--- src/rtl/ddr_burst_fetcher_if.sv ---
// Bus bundle between the burst fetcher, the DDR read port and the downstream
// queue. The master side is the fetcher; the slave side is the memory/queue.
//
// Handshake rules:
//   - DDR request: ddr_rd is held with ddr_addr/ddr_burst_length stable until
//     the cycle where ddr_rd & ~ddr_wait_req; that cycle is the accept.
//   - DDR data: each cycle with ddr_valid high carries one beat; there is no
//     back-pressure on read data.
//   - Queue: enq_valid is a one-cycle enqueue strobe with no ready; the fetcher
//     only requests a burst when the queue has room for all of its beats.
interface ddr_burst_fetcher_if #(
    parameter int ADDR_WIDTH  = 32,
    parameter int DATA_WIDTH  = 64,
    parameter int COUNT_WIDTH = 6
);
    // DDR read port
    logic                   ddr_rd;
    logic [ADDR_WIDTH-1:0]  ddr_addr;
    logic [7:0]             ddr_burst_length;
    logic                   ddr_wait_req;
    logic                   ddr_valid;
    logic [DATA_WIDTH-1:0]  ddr_data;

    // Downstream queue
    logic [COUNT_WIDTH-1:0] queue_count;
    logic                   queue_flush;
    logic                   enq_valid;
    logic [DATA_WIDTH-1:0]  enq_bits;

    modport master (
        output ddr_rd,
        output ddr_addr,
        output ddr_burst_length,
        input  ddr_wait_req,
        input  ddr_valid,
        input  ddr_data,
        input  queue_count,
        output queue_flush,
        output enq_valid,
        output enq_bits
    );

    modport slave (
        input  ddr_rd,
        input  ddr_addr,
        input  ddr_burst_length,
        output ddr_wait_req,
        output ddr_valid,
        output ddr_data,
        output queue_count,
        input  queue_flush,
        input  enq_valid,
        input  enq_bits
    );
endinterface

--- src/rtl/ddr_burst_fetcher.sv ---
// Burst fetcher: reads a linear DDR region in bursts of up to BURST_LEN beats
// and pushes every beat into the downstream queue. A burst is only requested
// once the queue has room for all of its beats, so the queue needs no ready.
module ddr_burst_fetcher #(
    parameter int ADDR_WIDTH  = 32,
    parameter int DATA_WIDTH  = 64,
    parameter int BURST_LEN   = 16,
    parameter int DEPTH       = 32,
    parameter int COUNT_WIDTH = 6,
    parameter int LEN_WIDTH   = 16
) (
    input  logic                  clock,
    input  logic                  reset_n,
    input  logic                  start,
    input  logic [ADDR_WIDTH-1:0] base_addr,
    input  logic [LEN_WIDTH-1:0]  num_words,
    output logic                  busy,
    output logic                  done,
    output logic [2:0]            state_dbg,
    ddr_burst_fetcher_if.master   bus
);

    localparam int BYTES_PER_BEAT = DATA_WIDTH / 8;
    localparam int BEAT_SHIFT     = $clog2(BYTES_PER_BEAT);
    localparam int SUM_WIDTH      = LEN_WIDTH + 2;

    localparam logic [LEN_WIDTH-1:0] BURST_LEN_L = LEN_WIDTH'(BURST_LEN);
    localparam logic [SUM_WIDTH-1:0] DEPTH_L     = SUM_WIDTH'(DEPTH);

    typedef enum logic [2:0] {
        S_IDLE  = 3'd0,
        S_FLUSH = 3'd1,
        S_CHECK = 3'd2,
        S_REQ   = 3'd3,
        S_RECV  = 3'd4,
        S_DONE  = 3'd5
    } state_t;

    state_t                  state_q;
    state_t                  state_d;

    logic [ADDR_WIDTH-1:0]   addr_q;
    logic [LEN_WIDTH-1:0]    remaining_q;
    logic [LEN_WIDTH-1:0]    beat_cnt_q;
    logic                    enq_valid_q;
    logic [DATA_WIDTH-1:0]   enq_bits_q;

    logic [LEN_WIDTH-1:0]    len_cur;
    logic [SUM_WIDTH-1:0]    used_plus_len;
    logic                    room_ok;
    logic                    accept;
    logic                    beat_in;
    logic                    last_beat;

    // Burst sizing and flow-control terms shared by the FSM and datapath.
    // A beat sitting in the enqueue register has not reached queue_count yet,
    // so it is counted as occupied when judging free space.
    always_comb begin
        len_cur       = (remaining_q > BURST_LEN_L) ? BURST_LEN_L : remaining_q;
        used_plus_len = SUM_WIDTH'(bus.queue_count) + SUM_WIDTH'(enq_valid_q)
                      + SUM_WIDTH'(len_cur);
        room_ok       = (used_plus_len <= DEPTH_L);
        accept        = (state_q == S_REQ) && !bus.ddr_wait_req;
        beat_in       = (state_q == S_RECV) && bus.ddr_valid;
        last_beat     = beat_in && (beat_cnt_q == LEN_WIDTH'(1));
    end

    // State register.
    always_ff @(posedge clock or negedge reset_n) begin
        if (!reset_n) begin
            state_q <= S_IDLE;
        end else begin
            state_q <= state_d;
        end
    end

    // Next-state logic.
    always_comb begin
        state_d = state_q;
        case (state_q)
            S_IDLE: begin
                if (start) begin
                    state_d = S_FLUSH;
                end
            end
            S_FLUSH: begin
                state_d = (remaining_q == '0) ? S_DONE : S_CHECK;
            end
            S_CHECK: begin
                if (room_ok) begin
                    state_d = S_REQ;
                end
            end
            S_REQ: begin
                if (accept) begin
                    state_d = S_RECV;
                end
            end
            S_RECV: begin
                // remaining was already reduced when this burst was accepted.
                if (last_beat) begin
                    state_d = (remaining_q != '0) ? S_CHECK : S_DONE;
                end
            end
            S_DONE: begin
                state_d = S_IDLE;
            end
            default: begin
                state_d = S_IDLE;
            end
        endcase
    end

    // Transfer bookkeeping: address, beats still to request, beats still to receive.
    always_ff @(posedge clock or negedge reset_n) begin
        if (!reset_n) begin
            addr_q      <= '0;
            remaining_q <= '0;
            beat_cnt_q  <= '0;
        end else begin
            case (state_q)
                S_IDLE: begin
                    if (start) begin
                        addr_q      <= base_addr;
                        remaining_q <= num_words;
                    end
                end
                S_REQ: begin
                    if (accept) begin
                        // Wraps naturally at 2^ADDR_WIDTH.
                        addr_q      <= addr_q + (ADDR_WIDTH'(len_cur) << BEAT_SHIFT);
                        remaining_q <= remaining_q - len_cur;
                        beat_cnt_q  <= len_cur;
                    end
                end
                S_RECV: begin
                    if (beat_in) begin
                        beat_cnt_q <= beat_cnt_q - LEN_WIDTH'(1);
                    end
                end
                default: begin
                end
            endcase
        end
    end

    // Enqueue register: one cycle from DDR beat to queue strobe; data outside RECV is dropped.
    always_ff @(posedge clock or negedge reset_n) begin
        if (!reset_n) begin
            enq_valid_q <= 1'b0;
            enq_bits_q  <= '0;
        end else begin
            enq_valid_q <= beat_in;
            if (beat_in) begin
                enq_bits_q <= bus.ddr_data;
            end
        end
    end

    // Status and bus outputs decoded from state; request fields are zero outside REQ.
    always_comb begin
        busy                 = (state_q != S_IDLE) && (state_q != S_DONE);
        done                 = (state_q == S_DONE);
        state_dbg            = state_q;
        bus.queue_flush      = (state_q == S_FLUSH);
        bus.ddr_rd           = (state_q == S_REQ);
        bus.ddr_addr         = (state_q == S_REQ) ? addr_q : '0;
        bus.ddr_burst_length = (state_q == S_REQ) ? 8'(len_cur) : 8'd0;
        bus.enq_valid        = enq_valid_q;
        bus.enq_bits         = enq_bits_q;
    end

endmodule

--- src/flat_wrapper.sv ---
// flat-port wrapper written by rule: the top's interface ports become plain ports
module ddr_burst_fetcher_flat 
#(
    parameter int ADDR_WIDTH  = 32,
    parameter int DATA_WIDTH  = 64,
    parameter int BURST_LEN   = 16,
    parameter int DEPTH       = 32,
    parameter int COUNT_WIDTH = 6,
    parameter int LEN_WIDTH   = 16
)
  (clock, reset_n, start, base_addr, num_words, busy, done, state_dbg, bus_ddr_rd, bus_ddr_addr, bus_ddr_burst_length, bus_ddr_wait_req, bus_ddr_valid, bus_ddr_data, bus_queue_count, bus_queue_flush, bus_enq_valid, bus_enq_bits);
  ddr_burst_fetcher_if #(.ADDR_WIDTH(ADDR_WIDTH), .DATA_WIDTH(DATA_WIDTH), .COUNT_WIDTH(COUNT_WIDTH)) bus_i ();
  input  logic clock;
  input  logic reset_n;
  input  logic start;
  input  logic [ADDR_WIDTH-1:0] base_addr;
  input  logic [LEN_WIDTH-1:0] num_words;
  output logic busy;
  output logic done;
  output logic [2:0] state_dbg;
  output wire logic [$bits(bus_i.ddr_rd)-1:0] bus_ddr_rd;
  output wire logic [$bits(bus_i.ddr_addr)-1:0] bus_ddr_addr;
  output wire logic [$bits(bus_i.ddr_burst_length)-1:0] bus_ddr_burst_length;
  input wire logic [$bits(bus_i.ddr_wait_req)-1:0] bus_ddr_wait_req;
  input wire logic [$bits(bus_i.ddr_valid)-1:0] bus_ddr_valid;
  input wire logic [$bits(bus_i.ddr_data)-1:0] bus_ddr_data;
  input wire logic [$bits(bus_i.queue_count)-1:0] bus_queue_count;
  output wire logic [$bits(bus_i.queue_flush)-1:0] bus_queue_flush;
  output wire logic [$bits(bus_i.enq_valid)-1:0] bus_enq_valid;
  output wire logic [$bits(bus_i.enq_bits)-1:0] bus_enq_bits;
  assign bus_ddr_rd = bus_i.ddr_rd;
  assign bus_ddr_addr = bus_i.ddr_addr;
  assign bus_ddr_burst_length = bus_i.ddr_burst_length;
  assign bus_i.ddr_wait_req = bus_ddr_wait_req;
  assign bus_i.ddr_valid = bus_ddr_valid;
  assign bus_i.ddr_data = bus_ddr_data;
  assign bus_i.queue_count = bus_queue_count;
  assign bus_queue_flush = bus_i.queue_flush;
  assign bus_enq_valid = bus_i.enq_valid;
  assign bus_enq_bits = bus_i.enq_bits;
  ddr_burst_fetcher #(.ADDR_WIDTH(ADDR_WIDTH), .DATA_WIDTH(DATA_WIDTH), .BURST_LEN(BURST_LEN), .DEPTH(DEPTH), .COUNT_WIDTH(COUNT_WIDTH), .LEN_WIDTH(LEN_WIDTH)) u_core (.clock(clock), .reset_n(reset_n), .start(start), .base_addr(base_addr), .num_words(num_words), .busy(busy), .done(done), .state_dbg(state_dbg), .bus(bus_i));
endmodule
--- config.mk ---
export PLATFORM = sky130hd
export DESIGN_NAME = ddr_burst_fetcher_flat
export DESIGN_NICKNAME = d
export VERILOG_FILES = /design/src/rtl/ddr_burst_fetcher_if.sv /design/src/rtl/ddr_burst_fetcher.sv /design/src/flat_wrapper.sv
export SDC_FILE = /design/constraint.sdc
export NUM_CORES = 1
export LEC_CHECK = 0
export BUFFER_PORTS_ARGS = -buffer_cell sky130_fd_sc_hd__buf_2
export CAP_MARGIN = 0
export CORE_MARGIN = 2
export CORE_UTILIZATION = 45
export CTS_CLUSTER_SIZE = 25
export DETAILED_ROUTE_END_ITERATION = 7
export PLACE_DENSITY = 0.71
export SYNTH_ARGS = -nofsm -noshare
export SYNTH_HDL_FRONTEND = slang
export SYNTH_SLANG_ARGS = --single-unit
--- constraint.sdc ---
create_clock -name clock -period 8.4 [get_ports clock]
set_input_delay 0.84 -clock clock [delete_from_list [all_inputs] [get_ports clock]]
set_output_delay 0.84 -clock clock [all_outputs]
set_load 0.02 [all_outputs]
==> metrics <==
status complete, no violations; GPL Wtd Cong slightly below 0.9; Synth top cells by count nand2_1 (255), dfrtp_1 (132), a21oi_1 (73), nor2_1 (71), o21ai_0 (54); post-CTS sizing 0; Pre-antenna DRT Iters 4; Starting Density 0.457; Synth area leaders dfrtp_1 (42%), nand2_1 (12%), a21oi_1 (4.7%), ha_1 (3.8%), o21ai_0 (3.4%); share of layout cells above drive strength 1 0.254; register area 3300 sq um; H-tree levels 4; Port Buffers about 230; WL final 23,000 microns; Die Height 136 microns; total power about 0.0037 W; DR iter-0 viols between 500 and 600; Setup CP Type flip-flop to primary output; final worst slack 3.89 ns; FILL cells roughly 1,700; critical path capture point type primary output; Area Growth Syn to Fin 24.4%; initial antenna violation count 2; RSZ-0062 raised after global routing false; Max Cap Viol 0; Mean Syn Cell Area between 8 and 9 sq um; per-cell routed wire length approximately 16 microns; Slew @ Worst Pin about 1.1 ns; CTS Buf Count 17; worst path cell trace nor2b_2 > nand2_2 > inv_1 > buf_4 > nand2_1 > inv_1 > buf_2; fin cells ~1,400; Startpoint Class flip-flop; CP max FO 41; clk buf depth 2; die area ~19,000 sq um; Worst EP required between 7 and 8 ns; ANT nets after route 0; Max Clk Rate roughly 220 MHz; die width between 100 and 150 microns; ys flop type dfrtp_1; slew margin rel. 0.245; post-synth cell types 77; Crit path largest cell delay a little over 0.9 ns; drt drc 0; Worst Skew approximately 0.011 ns; Leak a little over 5 nW; Post-CTS Setup Inserts 0; Placed Cells between 1,000 and 1,500; cell mode on critical path inv_1; final setup vio count 0; core footprint roughly 17,000 sq um; Slowest cell on crit path nor2b_2; Nets 1,329; first-pass GRT wire length 36,700 microns; IO Pins approximately 240; synth warn 0; crit path DAT ~3.7 ns; Clock Sinks roughly 130; Slew Limit Fails 0; Seq/Total Area, Yosys 0.420; post-layout util 0.569; Root Buffer clkbuf_16; Sum Neg Setup Slack 0 ns; async set or reset register ratio after synthesis 1.00; Worst-Skew Late Latency ~0.42 ns; vias roughly 7,800; Vias/cell between 5 and 6; # rows between 40 and 50; largest net degree at the start of global routing 86; post-DP HPWL roughly 16,000 microns; CTS Hold Bufs 0; vias in the first global route 7,268; Tmin final between 4 and 5 ns; Synth area leader dfrtp_1; cells after synthesis ~970; final hold vios 0; multi-input logic area around 4300 sq um; Place WS 4.21 ns; P per Cell Area 377 nW/um^2; count leader, synth nand2_1; period utilization 0.537; worst min path class flip-flop to flip-flop; EDFF count, synth 0; post-synthesis register bit count 132; GRT Overall Usage 0.249; GRT Residual Overflow 0; Max VDD drop ~0.00020 V; Clock transition at path regs 0.06 ns; top cell type's share of synthesized area 0.420; CTS tree yes; Mapped Area just under 8000 sq um
[critical path, delay by kind of cell, from the launching register on]
family                 cells  cell delay [ns]
DFF                        1             0.54
and+or+nand+nor            3             1.55
buffers and inverters      4             1.14
[cells by family (layout without fill, tap and decap cells)]
family                   after synthesis  in the layout  share of synthesized area
AO/OA/AOI/OAI                        221            221                      0.180
XOR/XNOR                              22             22                     0.0245
adder cells (fa/ha/maj)               26             26                     0.0409
buffers and inverters                 80            289                     0.0403
flip-flops                           132            132                      0.420
multiplexers                           8              8                     0.0110
other                                  2             19                   0.000956
AND/OR/NAND/NOR                      480            480                      0.282
[per-layer routing]
metal	track usage	share of wire	up-vias
li1	-	-	3797
met1	0.331	0.45	3659
met2	0.398	0.47	299
met3	0.0611	0.072	24
met4	0.0816	0.013	0
met5	0	0	-
[area by class of cell]
class / count / share of cell area
inverter: 19 / 0.00730
tap: 225 / 0.0288
clock inverter: 14 / 0.0145
timing repair buffer: 238 / 0.124
antenna: 2 / 0.000512
clock buffer: 18 / 0.0449
sequential: 132 / 0.338
multi-input combinational: 774 / 0.442
[through the flow]
stage               hold WS, ns  area [sq um]
global placement          0.452          9190
CTS                       0.474          9770
finish                    0.469          9770
global route              0.497          9770
floorplan                 0.461          7910
detailed placement        0.457          9190
[sequential cells by signal (all words and copies together), names as in the netlist]
name and cells:
u_core.remaining_q 16, u_core.addr_q 32, u_core.bus.enq_valid 1, u_core.state_dbg 3
u_core.beat_cnt_q 16, u_core.bus.enq_bits 64
[path summary, 6_finish.rpt]
path	from	to	slack, ns	cells after the start
max in group asynchronous	reset_n	u_core.bus.enq_bits[6]$_DFFE_PN0P_	6.74	2
worst max register to register	u_core.state_dbg[0]$_DFFE_PN0P_	u_core.beat_cnt_q[11]$_DFFE_PN0P_	4.19	8
worst min register to register	u_core.bus.enq_bits[33]$_DFFE_PN0P_	u_core.bus.enq_bits[33]$_DFFE_PN0P_	0.47	2
worst max-delay path	u_core.state_dbg[0]$_DFFE_PN0P_	bus_ddr_addr[5]	3.89	7
worst min-delay path	u_core.bus.enq_bits[33]$_DFFE_PN0P_	u_core.bus.enq_bits[33]$_DFFE_PN0P_	0.47	2
min in group asynchronous	reset_n	u_core.addr_q[20]$_DFFE_PN0P_	0.49	1
[report_power, final]
part	internal [W]	switching (W)	leakage, nW
sequential	0.000929	0.000284	1.63
clock	0.000424	0.000312	0.285
combinational	0.000629	0.00111	3.17
[layout by cell type, fill, tap and decap left out, types with 4 or more instances in the layout]
cell type  synthesis  final
nand2_1          255    254
nor2_1            71     70
o21ai_0           54     54
xor2_1             8      8
nand3_1           20     19
buf_4              3      7
inv_1             17     17
mux2_2             5      5
ha_1              24     24
o22ai_1            7      7
nor3_1            19     19
and3_1            38     38
a31oi_1            9      9
conb_1             2     17
inv_6              0      7
clkbuf_16          0     17
xnor2_1           14     14
o21a_1             5      5
or4_1              4      4
o21ai_1            6      6
a211oi_1           6      6
nand2b_1           6      6
and4_1             4      4
buf_2              3    230
a21o_1             8      8
dfrtp_1          132    132
a311oi_1           4      4
nor2b_1            6      5
nor4_1             6      6
or3_1             10     10
nor3b_1            5      5
o221ai_1           4      4
and2_1            11     11
a21oi_1           73     73
nand4_1           10     10
Power figures use the tool's default switching activity.
